--- src/rtl/rw_multiq.sv ---
`default_nettype none
// +----------------------------------------------------------------------------+
// | rw_multiq: multi-channel read/write reordering queue, round-robin issue.   |
// | Rev 1.0                                                                    |
// +----------------------------------------------------------------------------+
module rw_multiq #(
    parameter int NCH      = 2,
    parameter int WIDTH    = 2,
    parameter int DEPTH    = 4,
    parameter int LOGDEPTH = 2,
    parameter int LOGNCH   = 1
) (
    input  logic                   clock,
    input  logic                   reset,
    input  logic [NCH-1:0]         validin,
    input  logic [NCH-1:0]         readin,
    input  logic [NCH*WIDTH-1:0]   inaddr,
    output logic [NCH-1:0]         accept,
    output logic [NCH-1:0]         bus_req,
    output logic [NCH-1:0]         match,
    output logic                   validout,
    output logic                   outisread,
    output logic [WIDTH-1:0]       outaddr,
    output logic [LOGNCH-1:0]      outch
);

    logic [NCH-1:0]    w_selrd;
    logic [WIDTH-1:0]  w_rdata [NCH];
    logic [WIDTH-1:0]  w_wdata [NCH];
    logic              w_grant;
    logic [LOGNCH-1:0] w_winner;
    logic [LOGNCH-1:0] w_idx;
    logic [LOGNCH-1:0] r_rr_ptr;

    for (genvar c = 0; c < NCH; c++) begin : g_ch
        logic [WIDTH-1:0]    r_rmem [DEPTH];
        logic [WIDTH-1:0]    r_wmem [DEPTH];
        logic [LOGDEPTH-1:0] r_rhead;
        logic [LOGDEPTH-1:0] r_rtail;
        logic [LOGDEPTH-1:0] r_whead;
        logic [LOGDEPTH-1:0] r_wtail;
        logic [LOGDEPTH:0]   r_rcnt;
        logic [LOGDEPTH:0]   r_wcnt;
        logic                w_rempty;
        logic                w_rfull;
        logic                w_wempty;
        logic                w_wfull;
        logic                w_enq_r;
        logic                w_enq_w;
        logic                w_deq_r;
        logic                w_deq_w;
        logic                w_hit;
        logic [WIDTH-1:0]    w_addr;

        assign w_addr   = inaddr[c*WIDTH +: WIDTH];
        assign w_rempty = (r_rcnt == '0);
        assign w_wempty = (r_wcnt == '0);
        assign w_rfull  = (r_rcnt == (LOGDEPTH+1)'(DEPTH));
        assign w_wfull  = (r_wcnt == (LOGDEPTH+1)'(DEPTH));

        // Fullness alone gates accept, so a dequeue on the same edge never frees a slot early.
        assign accept[c] = validin[c] && !reset && !(readin[c] ? w_rfull : w_wfull);
        assign w_enq_r   = accept[c] && readin[c];
        assign w_enq_w   = accept[c] && !readin[c];

        // Compare the head read against every occupied write slot, oldest first.
        always_comb begin
            w_hit = 1'b0;
            for (int k = 0; k < DEPTH; k++) begin
                if (((LOGDEPTH+1)'(k) < r_wcnt) &&
                    (r_wmem[r_whead + LOGDEPTH'(k)] == r_rmem[r_rhead])) begin
                    w_hit = 1'b1;
                end
            end
        end

        assign match[c]   = !w_rempty && w_hit;
        assign w_selrd[c] = !w_rempty && !w_hit;
        assign bus_req[c] = !w_rempty || !w_wempty;
        assign w_rdata[c] = r_rmem[r_rhead];
        assign w_wdata[c] = r_wmem[r_whead];
        assign w_deq_r    = w_grant && (w_winner == LOGNCH'(c)) && w_selrd[c];
        assign w_deq_w    = w_grant && (w_winner == LOGNCH'(c)) && !w_selrd[c];

        always_ff @(posedge clock) begin
            if (w_enq_r) begin
                r_rmem[r_rtail] <= w_addr;
            end
            if (w_enq_w) begin
                r_wmem[r_wtail] <= w_addr;
            end
        end

        always_ff @(posedge clock) begin
            if (reset) begin
                r_rhead <= '0;
                r_rtail <= '0;
                r_whead <= '0;
                r_wtail <= '0;
                r_rcnt  <= '0;
                r_wcnt  <= '0;
            end else begin
                if (w_enq_r) begin
                    r_rtail <= r_rtail + LOGDEPTH'(1);
                end
                if (w_deq_r) begin
                    r_rhead <= r_rhead + LOGDEPTH'(1);
                end
                if (w_enq_w) begin
                    r_wtail <= r_wtail + LOGDEPTH'(1);
                end
                if (w_deq_w) begin
                    r_whead <= r_whead + LOGDEPTH'(1);
                end
                if (w_enq_r && !w_deq_r) begin
                    r_rcnt <= r_rcnt + (LOGDEPTH+1)'(1);
                end else if (!w_enq_r && w_deq_r) begin
                    r_rcnt <= r_rcnt - (LOGDEPTH+1)'(1);
                end
                if (w_enq_w && !w_deq_w) begin
                    r_wcnt <= r_wcnt + (LOGDEPTH+1)'(1);
                end else if (!w_enq_w && w_deq_w) begin
                    r_wcnt <= r_wcnt - (LOGDEPTH+1)'(1);
                end
            end
        end
    end

    // Round-robin: first requester strictly after the last winner, with wrap.
    always_comb begin
        w_grant  = 1'b0;
        w_winner = '0;
        w_idx    = '0;
        for (int i = 1; i <= NCH; i++) begin
            w_idx = LOGNCH'((int'(r_rr_ptr) + i) % NCH);
            if (!w_grant && bus_req[w_idx]) begin
                w_grant  = 1'b1;
                w_winner = w_idx;
            end
        end
    end

    always_ff @(posedge clock) begin
        if (reset) begin
            r_rr_ptr  <= LOGNCH'(NCH - 1);
            validout  <= 1'b0;
            outisread <= 1'b0;
            outaddr   <= '0;
            outch     <= '0;
        end else if (w_grant) begin
            r_rr_ptr  <= w_winner;
            validout  <= 1'b1;
            outisread <= w_selrd[w_winner];
            outaddr   <= w_selrd[w_winner] ? w_rdata[w_winner] : w_wdata[w_winner];
            outch     <= w_winner;
        end else begin
            validout  <= 1'b0;
        end
    end

endmodule
`default_nettype wire

--- config.mk ---
export PLATFORM = sky130hd
export DESIGN_NAME = rw_multiq
export DESIGN_NICKNAME = d
export VERILOG_FILES = /design/src/rtl/rw_multiq.sv
export SDC_FILE = /design/constraint.sdc
export NUM_CORES = 1
export LEC_CHECK = 0
export CORE_ASPECT_RATIO = 0.5
export CORE_MARGIN = 10
export CORE_UTILIZATION = 40
export CTS_CLUSTER_DIAMETER = 120
export DETAILED_ROUTE_END_ITERATION = 10
export RECOVER_POWER = 100
export SYNTH_ARGS = -nofsm -noshare
export SYNTH_HDL_FRONTEND = slang
export SYNTH_SLANG_ARGS = --single-unit
--- constraint.sdc ---
create_clock -name clock -period 5.85 [get_ports clock]
set_input_delay 0.585 -clock clock [delete_from_list [all_inputs] [get_ports clock]]
set_output_delay 0.585 -clock clock [all_outputs]
set_load 0.005 [all_outputs]
==> out/results.tsv, run 1 <==
metric	value	unit
status	finished, final reports clean	
Die X	161.3	µm
Synth Instances	345	
GRT Util Overall	0.1125	
unrepaired setup endpoints after global routing	false	
initial core utilization	0.4171	
gpl congestion	0.8067	
Yosys warnings	0	
sequential share of power	0.339	
fill count	859	
pwr/cell area	478.5	mW/mm²
vias	2644	
Residual DRC	0	
Largest delay share family, worst path	simple AND/OR/NAND/NOR gates	
Synthesized Nets	385	
worst rel slew slack	0.5555	
clock root cell	clkbuf_16	
vias in the first global route	2709	
fin crit share	0.6303	
I/O pins	21	
Core Area	0.009572	mm²
Data required, critical path	6.11	ns
Final Setup Violations	0	
Pins Over Slew Limit	0	
P_int	1.404	mW
die height	90.65	µm
hold_buf cts	0	
post-CTS setup buffer count	0	
Worst Tran Pin Value	0.6653	ns
Largest stage delay, worst path	0.60	ns
crit path time final	3.687	ns
Layout Nets	406	
Max Clock Skew	0.003936	ns
crit end category	flop	
#FFs+latches synth	74	
Netlist cell types	43	
post-DR wirelength/cell	15.74	µm
first-pass GRT wire length	13280	µm
final hold vios	0	
switching share of total power	0.3618	
Buf/Inv on CP	2	
Combinational Power Share	0.413	
Site Rows	25	
Hold/Removal Path Class	reg2reg	
Clk pwr share	0.249	
Synth Cell Area	0.003993	mm²
total clock sinks	74	
achievable clock frequency	0.2712	GHz
Clock Latency Late Sink	0.33	ns
die footprint	0.01462	mm²
cell mode on critical path	or3_1	
Main synth FF type	dfxtp_1	
Total Wirelength	7962	µm
DPL Wire Length	6005	µm
Max clock buf depth	2	
Multi-input gate area	0.002036	mm²
Clock Pin Slew Worst Setup and Hold Paths	0.05	ns
synthesized area per cell	11.57	µm²
Switch Pwr	0.7960	mW
DRT iter0 DRCs	108	
final total power	2.200	mW
Post-synth EDFFs	32	
htree depth	3	
Antenna Cells	0	
CP startpoint kind	flop	
TritonCTS clock tree	yes	
IO buf count	20	
max cap viols	0	
area grow syn2layout	15.17	%
sequential-to-total area share from yosys stat	0.4513	
Crit Path Max Fanout	10	
Slowest cell on crit path	nor3b_1	
via/cell ratio	5.225	
Peak VDD IR	0.1914	mV
CP Cell Sequence	or3_1, nor3b_1, clkinv_1, a21o_1, nand3_1, ha_1, inv_1, fa_1, xor2_1, or3_1, a21oi_1	
CP arrival	3.95	ns
register area	0.001802	mm²
Leak Pwr	1.688	nW
largest net degree at the start of global routing	41	
grt ovf	0	
antenna-violating nets left	0	
initial antenna violation count	0	
post-CTS sizing	0	
Setup CP Type	reg2reg	
async set-reset flop share out of synthesis	0	
proportion of layout cells with a drive suffix above 1	0.1024	
drt first pass iters	4	
total negative slack	0	ns
TritonCTS Buffers	9	
stage by stage:
stage	utilization	setup slack, ns	instance area [µm²]	std cells	hold WS [ns]
final	0.4804	2.163	4598	506	0.4675
after global routing	0.4804	1.858	4598	506	0.4960
after CTS	0.4821	2.343	4614	506	0.4779
after detailed placement	0.4510	2.395	4317	490	0.4702
after global placement	0.4510	2.580	4317	490	0.4602
after floorplan	-	2.775	3993	345	0.4527
cell usage after synthesis (2+ instances only):
cell      instances  share of area
dfxtp_1          42           0.21
nor2_1           33          0.031
edfxtp_1         32           0.24
ha_1             28          0.088
a21oi_1          21          0.026
inv_1            21          0.020
mux4_2           20           0.11
and2_1           18          0.028
xnor2_1          16          0.035
mux2i_1          12          0.030
xor2_1           12          0.026
nand2_1          10         0.0094
or3_1            10          0.016
o21ai_0           9          0.011
nand3_1           6         0.0075
mux2_1            5          0.014
o311ai_1          5          0.011
clkbuf_1          4         0.0038
buf_1             3         0.0028
buf_2             3         0.0038
nor2b_1           3         0.0047
o21ai_1           3         0.0038
a21o_1            2         0.0038
a31oi_1           2         0.0031
fa_1              2          0.010
mux2_2            2         0.0056
nand4_1           2         0.0031
nor3_1            2         0.0025
nor3b_2           2         0.0063
o211ai_1          2         0.0038
cell type report:
type | count | share of cell area
timing repair buffer | 21 | 0.04517
clock buffer | 11 | 0.05279
sequential | 74 | 0.3918
inverter | 23 | 0.01878
multi-input combinational | 237 | 0.4427
tap | 135 | 0.03673
clock inverter | 5 | 0.01197
final timing paths:
path | from | end | slack [ns] | cells after the start
worst min-delay path | outch$_SDFFE_PP0N_ | outch$_SDFFE_PP0N_ | 0.47 | 2
worst min register to register | outch$_SDFFE_PP0N_ | outch$_SDFFE_PP0N_ | 0.47 | 2
worst max register to register | g_ch[0].r_rcnt[0]$_SDFFE_PP0P_ | g_ch[0].r_rcnt[2]$_SDFFE_PP0P_ | 2.16 | 11
worst max-delay path | g_ch[0].r_rcnt[0]$_SDFFE_PP0P_ | g_ch[0].r_rcnt[2]$_SDFFE_PP0P_ | 2.16 | 11
power by group through the flow:
stage,registers [mW],logic (mW),clock network (mW)
after floorplan,0.704,0.740,0
after global placement,0.752,0.907,0
after detailed placement,0.757,0.933,0
after CTS,0.748,0.943,0.560
after global routing,0.761,1.00,0.584
final,0.745,0.908,0.547
metal layers:
metal | up-vias | part of all wire | GRT usage
met2 | 58 | 0.51 | 0.1925
met3 | 8 | 0.056 | 0.04504
li1 | 1284 | - | -
met4 | 0 | 0.0078 | 0.03765
met1 | 1294 | 0.43 | 0.1251
met5 | - | 0 | 0
worst reg2reg max path, stage by stage, from the launching register on:
cell and delay [ns]:
dfxtp_1 0.36, or3_1 0.48, nor3b_1 0.60, clkinv_1 0.29, a21o_1 0.38, nand3_1 0.19, ha_1 0.21, inv_1 0.06
fa_1 0.38, xor2_1 0.19, or3_1 0.31, a21oi_1 0.15
layout by cell type, fill, tap and decap left out, types with 12 or more instances in the layout:
| cell | instances |
|---|---|
| dlygate4sd3_1 | 15 |
| ha_1 | 28 |
| a21oi_1 | 22 |
| and2_0 | 18 |
| mux2i_1 | 12 |
| mux4_2 | 20 |
| edfxtp_1 | 32 |
| nor2_1 | 33 |
| xor2_1 | 12 |
| xnor2_1 | 16 |
| inv_1 | 21 |
| dfxtp_1 | 42 |
kinds of logic after synthesis:
group / after synthesis / synth area share
adders and majority gates: 30 / 0.09778
DFF: 74 / 0.4513
muxes: 39 / 0.1626
xor gates and xnor gates: 28 / 0.06142
and+or+nand+nor: 91 / 0.1191
AOI/OAI and AO/OA: 49 / 0.07302
buffers and inverters: 34 / 0.03478
Power figures use the tool's default switching activity.
==> run 2: changes to the inputs <==
- clock period: 5.85 -> 3.2 ns (I/O delays scaled with it)
==> run 2 against run 1 <==
Effect of this change:
- combinational power increased by 98%
- power increased by 92%
- die area unchanged
- clock skew grew 0.0045 ns
- worst setup slack worse by 2.0 ns
- core utilization up 1.6 points
- clock power up 97%
- global-route usage rose by 0.44 points
- critical path depth unchanged
- critical endpoint is now g_ch[1].r_rcnt[2]$_SDFFE_PP0P_
==> out/results.tsv, run 2 (synthesized netlist as in run 1, its figures left out) <==
metric	value	unit
Worst Tran Pin Value	0.7266	ns
Hold/Removal Path Class	reg2reg	
register area	0.001809	mm²
gpl congestion	0.7940	
switching share of total power	0.3516	
Pins Over Slew Limit	0	
TritonCTS Buffers	9	
worst rel slew slack	0.5146	
final hold vios	0	
met3 wire length	318	µm
Combinational Power Share	0.426	
Final Worst Setup Slack	0.1317	ns
vias in the first global route	2720	
Clk pwr share	0.255	
crit path capture	g_ch[1].r_rcnt[2]$_SDFFE_PP0P_	
post-DR wirelength/cell	15.66	µm
Crit. Startpoint	g_ch[1].r_wmem[2][0]$_DFFE_PP_	
Place WS	0.05547	ns
Clock Pin Slew Worst Setup and Hold Paths	0.06	ns
path depth of the worst reg2reg path	11	
fin crit share	0.9588	
DR WL met2	4112	µm
unrepaired setup endpoints after global routing	false	
P_int	2.738	mW
commonest non-fill, non-tap cell in the layout	dfxtp_1	
DPL Wire Length	6114	µm
initial core utilization	0.4171	
most frequent cells in the layout	dfxtp_1 (36), nor2_1 (33), edfxtp_1 (32)	
Crit Path Max Fanout	5	
die footprint	0.01462	mm²
CP Cell Sequence	mux4_2, xor2_1, or3_1, and4_4, nand2_2, ha_2, inv_1, fa_1, xor2_1, or3_1, a21oi_1	
I/O pins	21	
Slowest cell on crit path	mux4_2	
M1 WL	3677	µm
via/cell ratio	5.119	
first-pass GRT wire length	13740	µm
CP startpoint kind	flop	
Antenna Cells	0	
total clock sinks	74	
Core Area	0.009572	mm²
Max Used Layer	met4	
crit path time final	3.068	ns
reg2reg end	g_ch[1].r_rcnt[2]$_SDFFE_PP0P_	
area grow syn2layout	19.05	%
htree depth	3	
Max clock buf depth	2	
Largest stage delay, worst path	0.49	ns
Final Setup Violations	0	
initial antenna violation count	0	
Multi-input gate area	0.002052	mm²
drt first pass iters	4	
Total Wirelength	8175	µm
proportion of layout cells with a drive suffix above 1	0.1602	
DRT iter0 DRCs	147	
vias	2672	
Layout Nets	422	
Leak Pwr	1.776	nW
fill count	855	
die height	90.65	µm
GRT Util Overall	0.1169	
max cap viols	0	
post-route cell area	0.004753	mm²
Data required, critical path	3.46	ns
crit end category	flop	
R2R setup slack	0.13	ns
CP arrival	3.33	ns
sequential share of power	0.319	
TritonCTS clock tree	yes	
grt ovf	0	
IO buf count	20	
pwr/cell area	888.4	mW/mm²
total negative slack	0	ns
Die X	161.3	µm
antenna-violating nets left	0	
Clock Latency Late Sink	0.34	ns
Residual DRC	0	
clock root cell	clkbuf_16	
Placed Area	0.004407	mm²
largest net degree at the start of global routing	40	
Setup CP Type	reg2reg	
Peak VDD IR	0.4284	mV
Max Clock Skew	0.008396	ns
hold_buf cts	0	
achievable clock frequency	0.3259	GHz
reg2reg start	g_ch[1].r_wmem[2][0]$_DFFE_PP_	
Site Rows	25	
status	finished, final reports clean	
Switch Pwr	1.485	mW
-- run 2: changes by cell type in the layout (fill, tap and decap cells not counted), sizes merged --
cell           change
buf               +13
bufinv             +1
clkbuf             +3
clkdlybuf4s25      +1
clkdlybuf4s50      -2
clkinvlp           -2
dlygate4sd3        +1
inv                +1
-- run 2: cell type report --
type,instances,area share
clock buffer,11,0.05107
clock inverter,5,0.01632
inverter,23,0.01816
multi-input combinational,237,0.4317
sequential,74,0.3806
tap,135,0.03554
timing repair buffer,37,0.06660
-- run 2: worst max-delay path, delay by kind of cell, from the launching register on --
family	cells	cell delay, ns
buf+inv	1	0.05
mux	1	0.49
flops	1	0.42
simple gates	4	1.01
xor+xnor	2	0.32
fa+ha+maj	2	0.56
compound gates	1	0.15
-- run 2: stage by stage --
step	utilization	power, mW	hold WS [ns]	cells
after CTS	0.4939	4.285	0.4648	518
after global placement	0.4604	3.113	0.4489	502
after global routing	0.4966	4.529	0.4810	522
after floorplan	-	2.639	0.4189	345
final	0.4966	4.223	0.4582	522
after detailed placement	0.4604	3.182	0.4597	502
-- run 2: metal layers --
layer,track usage,vias up
li1,-,1316
met1,0.1380,1313
met2,0.1928,38
met3,0.03776,5
met4,0.04744,0
met5,0,-
-- run 2: repair_timing --
| item | CTS | global route |
|---|---|---|
| setup endpoints to repair | 0 | 3 |
| gates resized for setup | 0 | 11 |
| setup buffers | 0 | 4 |
-- run 2: how the worst min path moves through the flow --
stage	cells past startpoint	startpoint	to	slack, ns
global placement	2	outch$_SDFFE_PP0N_	outch$_SDFFE_PP0N_	0.45
finish	2	outch$_SDFFE_PP0N_	outch$_SDFFE_PP0N_	0.46
CTS	2	outch$_SDFFE_PP0N_	outch$_SDFFE_PP0N_	0.46
global route	2	outch$_SDFFE_PP0N_	outch$_SDFFE_PP0N_	0.48
detailed placement	2	outch$_SDFFE_PP0N_	outch$_SDFFE_PP0N_	0.46
floorplan	0	inaddr[0]	g_ch[0].r_rmem[0][0]$_DFFE_PP_	0.42
-- run 2: power groups by stage --
| stage | logic [mW] | clock network, mW | registers [mW] |
|---|---|---|---|
| global placement | 1.76 | 0 | 1.35 |
| finish | 1.80 | 1.08 | 1.35 |
| CTS | 1.84 | 1.11 | 1.34 |
| floorplan | 1.35 | 0 | 1.29 |
| global route | 2.00 | 1.15 | 1.38 |
| detailed placement | 1.82 | 0 | 1.36 |
==> run 3: changes to the inputs <==
- HOLD_SLACK_MARGIN: not set -> 0.1
==> results of run 3 <==
Same layout as run 2: the final DEF is identical, and so are final timing and power.
